[config.mk]
export PLATFORM = sky130hd
export DESIGN_NAME = serial_rx_flat
export DESIGN_NICKNAME = d
export VERILOG_FILES = /design/src/rtl/serial_rx_pkg.sv /design/src/rtl/serial_rx_if.sv /design/src/rtl/serial_rx.sv /design/src/flat_wrapper.sv
export SDC_FILE = /design/constraint.sdc
export NUM_CORES = 1
export LEC_CHECK = 0
export CORE_AREA = 2 2 44 54
export CTS_CLUSTER_DIAMETER = 200
export DETAILED_ROUTE_END_ITERATION = 7
export DIE_AREA = 0 0 46 56
export PLACE_DENSITY = 0.75
export SLEW_MARGIN = 0
export SYNTH_ARGS = -nofsm -noshare
export SYNTH_HDL_FRONTEND = slang
export SYNTH_SLANG_ARGS = --single-unit
[constraint.sdc]
create_clock -name i_clk -period 1.5 [get_ports i_clk]
set_input_delay 0.3 -clock i_clk [delete_from_list [all_inputs] [get_ports i_clk]]
set_output_delay 0.3 -clock i_clk [all_outputs]
set_load 0.005 [all_outputs]
[src/rtl/serial_rx_pkg.sv]
// Types shared by the serial link: default word width, word type and the
// receiver holding-register states.
package serial_pkg;

   localparam int SERIAL_WIDTH_DEF = 8;

   typedef logic [SERIAL_WIDTH_DEF-1:0] serial_word_t;

   typedef enum logic {
      HOLD_EMPTY = 1'b0,
      HOLD_FULL  = 1'b1
   } hold_state_t;

endpackage

[src/rtl/serial_rx_if.sv]
// Link-side and consumer-side signals of the serial receiver. The master side
// drives the bit stream and the ack; the slave side is the receiver.
interface serial_rx_if
   import serial_pkg::*;
#(
   parameter int WIDTH = SERIAL_WIDTH_DEF
);
   localparam int CW = $clog2(WIDTH);

   logic             i_in;
   logic             i_rxen;
   logic             i_clr;
   logic             i_ack;
   logic [WIDTH-1:0] o_data;
   logic             o_valid;
   logic             o_overrun;
   logic [CW-1:0]    o_count;

   modport master (
      output i_in, i_rxen, i_clr, i_ack,
      input  o_data, o_valid, o_overrun, o_count
   );

   modport slave (
      input  i_in, i_rxen, i_clr, i_ack,
      output o_data, o_valid, o_overrun, o_count
   );

endinterface

[src/rtl/serial_rx.sv]
// MSB-first serial-to-parallel receiver feeding a valid/ack holding register,
// with a sticky overrun flag for words that arrive while the register is full.
module serial_rx
   import serial_pkg::*;
#(
   parameter int WIDTH = SERIAL_WIDTH_DEF
) (
   input logic        i_clk,
   input logic        i_rst_n,
   serial_rx_if.slave bus
);
   localparam int CW = $clog2(WIDTH);

   logic [WIDTH-1:0] sh_q, sh_d;
   logic [WIDTH-1:0] data_q, data_d;
   logic [WIDTH-1:0] word;
   logic [CW-1:0]    count_q, count_d;
   logic             overrun_q, overrun_d;
   logic             complete;
   hold_state_t      state_q, state_d;

   always_comb begin
      sh_d      = sh_q;
      count_d   = count_q;
      data_d    = data_q;
      overrun_d = overrun_q;
      state_d   = state_q;
      complete  = 1'b0;
      word      = {sh_q[WIDTH-2:0], bus.i_in};

      // Clear wins over a strobe and an ack on the same edge; o_data is kept.
      if (bus.i_clr) begin
         sh_d      = '0;
         count_d   = '0;
         overrun_d = 1'b0;
         state_d   = HOLD_EMPTY;
      end else begin
         if (bus.i_rxen) begin
            sh_d = word;
            if (count_q == CW'(WIDTH - 1)) begin
               count_d  = '0;
               complete = 1'b1;
            end else begin
               count_d = count_q + CW'(1);
            end
         end

         case (state_q)
            HOLD_EMPTY: begin
               if (complete) begin
                  data_d  = word;
                  state_d = HOLD_FULL;
               end
            end
            HOLD_FULL: begin
               if (complete && bus.i_ack) begin
                  data_d = word;
               end else if (complete) begin
                  overrun_d = 1'b1;
               end else if (bus.i_ack) begin
                  state_d = HOLD_EMPTY;
               end
            end
            default: state_d = HOLD_EMPTY;
         endcase
      end
   end

   always_ff @(posedge i_clk or negedge i_rst_n) begin
      if (!i_rst_n) begin
         sh_q      <= '0;
         count_q   <= '0;
         data_q    <= '0;
         overrun_q <= 1'b0;
         state_q   <= HOLD_EMPTY;
      end else begin
         sh_q      <= sh_d;
         count_q   <= count_d;
         data_q    <= data_d;
         overrun_q <= overrun_d;
         state_q   <= state_d;
      end
   end

   assign bus.o_data    = data_q;
   assign bus.o_valid   = (state_q == HOLD_FULL);
   assign bus.o_overrun = overrun_q;
   assign bus.o_count   = count_q;

endmodule

[src/flat_wrapper.sv]
// flat-port wrapper written by rule: the top's interface ports become plain ports
module serial_rx_flat import serial_pkg::*;
#(
   parameter int WIDTH = SERIAL_WIDTH_DEF
)
  (i_clk, i_rst_n, bus_i_in, bus_i_rxen, bus_i_clr, bus_i_ack, bus_o_data, bus_o_valid, bus_o_overrun, bus_o_count);
  serial_rx_if #(.WIDTH(WIDTH)) bus_i ();
  input logic i_clk;
  input logic i_rst_n;
  input wire logic [$bits(bus_i.i_in)-1:0] bus_i_in;
  input wire logic [$bits(bus_i.i_rxen)-1:0] bus_i_rxen;
  input wire logic [$bits(bus_i.i_clr)-1:0] bus_i_clr;
  input wire logic [$bits(bus_i.i_ack)-1:0] bus_i_ack;
  output wire logic [$bits(bus_i.o_data)-1:0] bus_o_data;
  output wire logic [$bits(bus_i.o_valid)-1:0] bus_o_valid;
  output wire logic [$bits(bus_i.o_overrun)-1:0] bus_o_overrun;
  output wire logic [$bits(bus_i.o_count)-1:0] bus_o_count;
  assign bus_i.i_in = bus_i_in;
  assign bus_i.i_rxen = bus_i_rxen;
  assign bus_i.i_clr = bus_i_clr;
  assign bus_i.i_ack = bus_i_ack;
  assign bus_o_data = bus_i.o_data;
  assign bus_o_valid = bus_i.o_valid;
  assign bus_o_overrun = bus_i.o_overrun;
  assign bus_o_count = bus_i.o_count;
  serial_rx #(.WIDTH(WIDTH)) u_core (.i_clk(i_clk), .i_rst_n(i_rst_n), .bus(bus_i));
endmodule
---- After elaboration in Yosys (flattened, before gate mapping) ----
Index checks and enable logic that the tools add are counted.
word-level totals
  register bits after elaboration ......... 20
  input bits .............................. 6
  output and inout bits ................... 13
  word-level logic and storage cells ...... 39
cells by class
  $add $sub $neg .......................... 1
  equality and inequality tests ........... 4
  mux-type cells .......................... 21
  bitwise operators ....................... 2
  reductions and logical operators ........ 6
operators by type and width
  kind                                                                     count
  8-bit 2-to-1 mux                                                         2
  8-bit one-hot mux with 2 select lines                                    1
  7-bit 2-to-1 mux                                                         2
  1-bit 2-to-1 mux                                                         12
  3-bit 2-to-1 mux                                                         3
  3-bit AND reduction                                                      2
  2-bit nonzero test                                                       3
  2-bit inequality test, second input constant                             2
  3-bit by 1-bit adder with 3-bit output, second input constant            1
  3-bit equality test, second input constant                               1
  2-bit by 1-bit inequality test with 1-bit output, second input constant  1
  1-bit NOT                                                                2
  1-bit one-hot mux with 2 select lines                                    1
  1-bit logical AND                                                        1

---- Depth between registers and ports, before layout ----
  depth after elaboration ................. 8
  gate-level depth with buffers ........... 5
  gate-level depth less buffers ........... 5

---- Worst setup path after synthesis ----
No wires, ideal clock.
  kind .................................... register to register
  start point ............................. register u_core.count_q[0] (netlist: u_core.bus.o_count[0])
  end point ............................... register u_core.data_q[0] (netlist: u_core.bus.o_data[0])
  setup time .............................. 0.125 ns
  arrival time ............................ 1.430 ns
  data required time ...................... 1.375 ns
  path slack .............................. -0.055 ns
  cell stages (with the launch flop) ...... 6
  buffers on the path ..................... 0
  clock period less this slack ............ 1.555 ns
  cell sequence ........................... dfrtp_1 -> ha_1 -> ha_1 -> nand2_1 -> nor3_4 -> mux2_2
between the ends
  word-level cells in the longest chain between the ends .. 7
  elaborated cells between the ends (all ways) .. 8
  those cells by class .................... eq/ne: 3; mux: 3; reduce/logical: 2
ends and longest elaborated chain
  item                             line             RTL
  from (decl)                      serial_rx.sv:17  logic [CW-1:0] count_q, count_d;
  from (signal assigned)           serial_rx.sv:78  count_q <= count_d;
  3-bit equality test *            serial_rx.sv:40  if (count_q == CW'(WIDTH - 1)) begin
  1-bit 2-to-1 mux *               serial_rx.sv:40
  1-bit 2-to-1 mux *               serial_rx.sv:38  if (bus.i_rxen) begin
  1-bit 2-to-1 mux *               serial_rx.sv:32  if (bus.i_clr) begin
  1-bit logical AND                serial_rx.sv:56  if (complete && bus.i_ack) begin
  2-bit inequality test (no line)  n/a
  3-bit AND reduction (no line) *  n/a
  to (signal assigned)             serial_rx.sv:79  data_q <= data_d;
  to (decl)                        serial_rx.sv:15  logic [WIDTH-1:0] data_q, data_d;
Every way passes the cells marked *; elsewhere a longest branch is shown, timed or not. The select of a mux whose other input is x is not followed.
A chain may end at the register's enable or synchronous reset.

---- Worst setup path after layout ----
  start point ............................. register u_core.count_q[1] (netlist: u_core.bus.o_count[1])
  end point ............................... register u_core.data_q[7] (netlist: u_core.bus.o_data[7])
The elaborated chain is that of the path after synthesis.

==> summary.md <==
| Metric | Value |
|---|---|
| Via/cell ratio | 5.036 |
| Die Footprint | 2576 um^2 |
| Max stage delay cell, worst path | dfrtp_1 |
| CTS tree | yes |
| Util after Layout | 57.90% |
| Leakage power | 0.6899 nW |
| GPL Wtd Cong | 0.7076 |
| Multi-input gate area | 331.6 um^2 |
| Deepest clock path buffer count | 2 |
| Number of port buffers | 18 |
| Count of final hold-check violations | 0 |
| Critical path capture point type | register |
| Post-layout nets | 99 |
| Cell count after synthesis | 61 |
| Starting density of the core | 40.37% |
| DRT iter0 DRCs | 5 |
| Critical Path, Cell by Cell | ha_2 > ha_4 > nand2_4 > nor3_4 > buf_12 > mux2_2 |
| Number of global-route vias before repair | 521 |
| DRC | 0 |
| Register-to-register setup slack | 10 ps |
| Design Area, Final | 1174 um^2 |
| Synth top area share | 61.16% |
| # fillers | 165 |
| Skew-Pair Late Insertion Delay | 290 ps |
| GRT Total Usage | 11.97% |
| Total grt overflow | 0 |
| Status | complete, no violations |
| Register area | 500.5 um^2 |
| Critical Path Start Type | register |
| Cell Area, Synth | 818.3 um^2 |
| Mapped Nets | 69 |
| Synth Warn # | 0 |
| Syn_area_per_cell | 13.41 um^2 |
| Share of layout cells above drive strength 1 | 28.89% |
| Initial antenna violation count | 0 |
| Die Y | 56 um |
| Worst Path Required | 1690 ps |
| WL/cell | 13.19 um |
| Worst Path Max Fanout | 8 |
| Minimum clock period | 1489 ps |
| Dominant cells by area after synthesis | dfrtp_1, mux2i_1, mux2_2, nor2_1, ha_1 |
| VDD IR-drop max | 0.4938 mV |
| Rows | 18 |
| Total power | 0.9363 mW |
| Worst Path Arrival | 1680 ps |
| Synthesis-to-layout area growth | 43.43% |
| Final Max Slew Viols | 0 |
| Post-synth top area cell | dfrtp_1 |
| Worst-margin pin slew | 316.1 ps |
| Number of max-cap violations | 0 |
| Period utilization | 99.24% |
| CTS root buf | clkbuf_4 |
| N_diodes | 0 |
| Slew headroom | 78.88% |
| Post-route worst setup slack | 11.38 ps |
| Via count | 554 |
| Clock Skews | 3.994 ps |
| Die width | 46 um |
| H-tree depth | 1 |
| Largest net degree at the start of global routing | 21 |
| Number of hold buffers added after cts | 0 |
| Worst path max stage delay | 370 ps |
| Core area | 2027 um^2 |
| Final wirelength | 1.451 mm |
| Pwr/cell area | 797.8 nW/um^2 |
| Total clock sinks | 20 |
| CTS buffer count | 3 |
| # IOs | 19 |
| DP Worst Slack | -141.5 ps |
| First-pass GRT wire length | 2.187 mm |
| Seq/Total Area, Yosys | 61.16% |
| # setup viols final | 0 |
| Total iterations of the first detailed-routing run | 3 |
| F_max | 671.8 MHz |
| RSZ-0062 raised after global routing | true |
| #FFs+latches synth | 20 |
| CP Class | register to register |
| Register clock-pin slew on the reported worst setup and hold paths | 110 ps |
| Library cells used by synthesis | 13 |
| Worst Hold Class | primary input to asynchronous set/reset pin |
| Placed cell area | 1086 um^2 |
| Antenna-violating nets left | 0 |
==> final cells by class <==
type | count | share of cell area (%)
sequential | 20 | 42.64
multi-input combinational | 38 | 28.25
timing repair buffer | 28 | 23.88
clock buffer | 4 | 3.092
tap | 20 | 2.132
==> synthesized netlist by cell type, drive strengths merged <==
master  number
mux2i       10
mux2         8
nor3         1
ha           2
dfrtp       20
a21oi        1
nor2        13
buf          2
nand2        1
a31oi        1
nor2b        1
clkbuf       1
==> per-layer routing <==
layer	vias up	global-route usage [%]	share of wire [%]
met5	-	0	0
met4	0	9.796	2.0
met3	2	2.922	2.2
met2	11	18.65	51
met1	273	12.86	45
li1	268	-	-
==> through the flow <==
stage | TNS [ps] | instances | hold WS (ps)
3_3_place_gp | -1070 | 102 | 493.7
2_1_floorplan | -200.6 | 61 | 4.409
6_report | 0 | 110 | 335.9
3_5_place_dp | -1078 | 102 | 489.4
5_1_grt | -285.0 | 110 | 347.7
4_1_cts | 0 | 108 | 332.0
==> critical path: cells and delay by family, from the launching register on <==
family	cells	cell delay, ps
multiplexers	1	340
buffers and inverters	1	150
adder cells (fa/ha/maj)	2	330
AND/OR/NAND/NOR	2	200
flip-flops	1	370
==> power breakdown <==
part           internal, mW  total [mW]  switching [mW]
clock                 0.148       0.304           0.156
combinational        0.0413      0.0800          0.0387
sequential            0.547       0.552         0.00522
==> cell usage in the layout (no fill, tap or decap) <==
cell	Yosys	layout
clkbuf_4	0	3
a31oi_1	1	1
dlygate4sd2_1	0	2
mux2_2	8	6
ha_4	0	1
nor2_1	13	13
mux2i_1	10	10
dlymetal6s2s_1	0	6
clkdlybuf4s50_1	0	10
nand2_4	0	1
nor2b_1	1	1
ha_2	0	1
mux2_4	0	2
buf_4	1	9
nor3_4	1	1
a21oi_1	1	1
dfrtp_1	20	20
clkbuf_8	0	1
buf_12	0	1
==> logic make-up (layout without fill, tap and decap cells) <==
family / count (synthesis) / after routing / synth area share (%)
adder cells (fa/ha/maj): 2 / 2 / 3.058
AND/OR/NAND/NOR: 16 / 16 / 9.175
AO/OA/AOI/OAI: 2 / 2 / 1.376
buffers and inverters: 3 / 32 / 1.987
multiplexers: 18 / 18 / 23.24
flip-flops: 20 / 20 / 61.16
==> worst paths after layout <==
kind | startpoint | to | cells past startpoint
setup / recovery | u_core.bus.o_count[1]$_DFFE_PN0P_ | u_core.bus.o_data[7]$_DFFE_PN0P_ | 6
hold / removal | i_rst_n | u_core.bus.o_overrun$_DFFE_PN0P_ | 2
setup reg to reg | u_core.bus.o_count[1]$_DFFE_PN0P_ | u_core.bus.o_data[7]$_DFFE_PN0P_ | 6
hold reg to reg | u_core.bus.o_data[6]$_DFFE_PN0P_ | u_core.bus.o_data[6]$_DFFE_PN0P_ | 1
max in group asynchronous | i_rst_n | u_core.bus.o_data[0]$_DFFE_PN0P_ | 2
min in group i_clk | u_core.bus.o_data[6]$_DFFE_PN0P_ | u_core.bus.o_data[6]$_DFFE_PN0P_ | 1
==> state kept, by name (all words and copies together) (netlist names) <==
signal and flops:
u_core.sh_q 7, u_core.bus.o_valid 1, u_core.bus.o_overrun 1, u_core.bus.o_data 8
u_core.bus.o_count 3
==> timing repair <==
item	in CTS	in global routing
buffers inserted	2	2
endpoints found under the setup margin	10	15
resized for setup	2	8
pin swaps	0	1
Note: power is estimated with default switching activity, not from simulation.
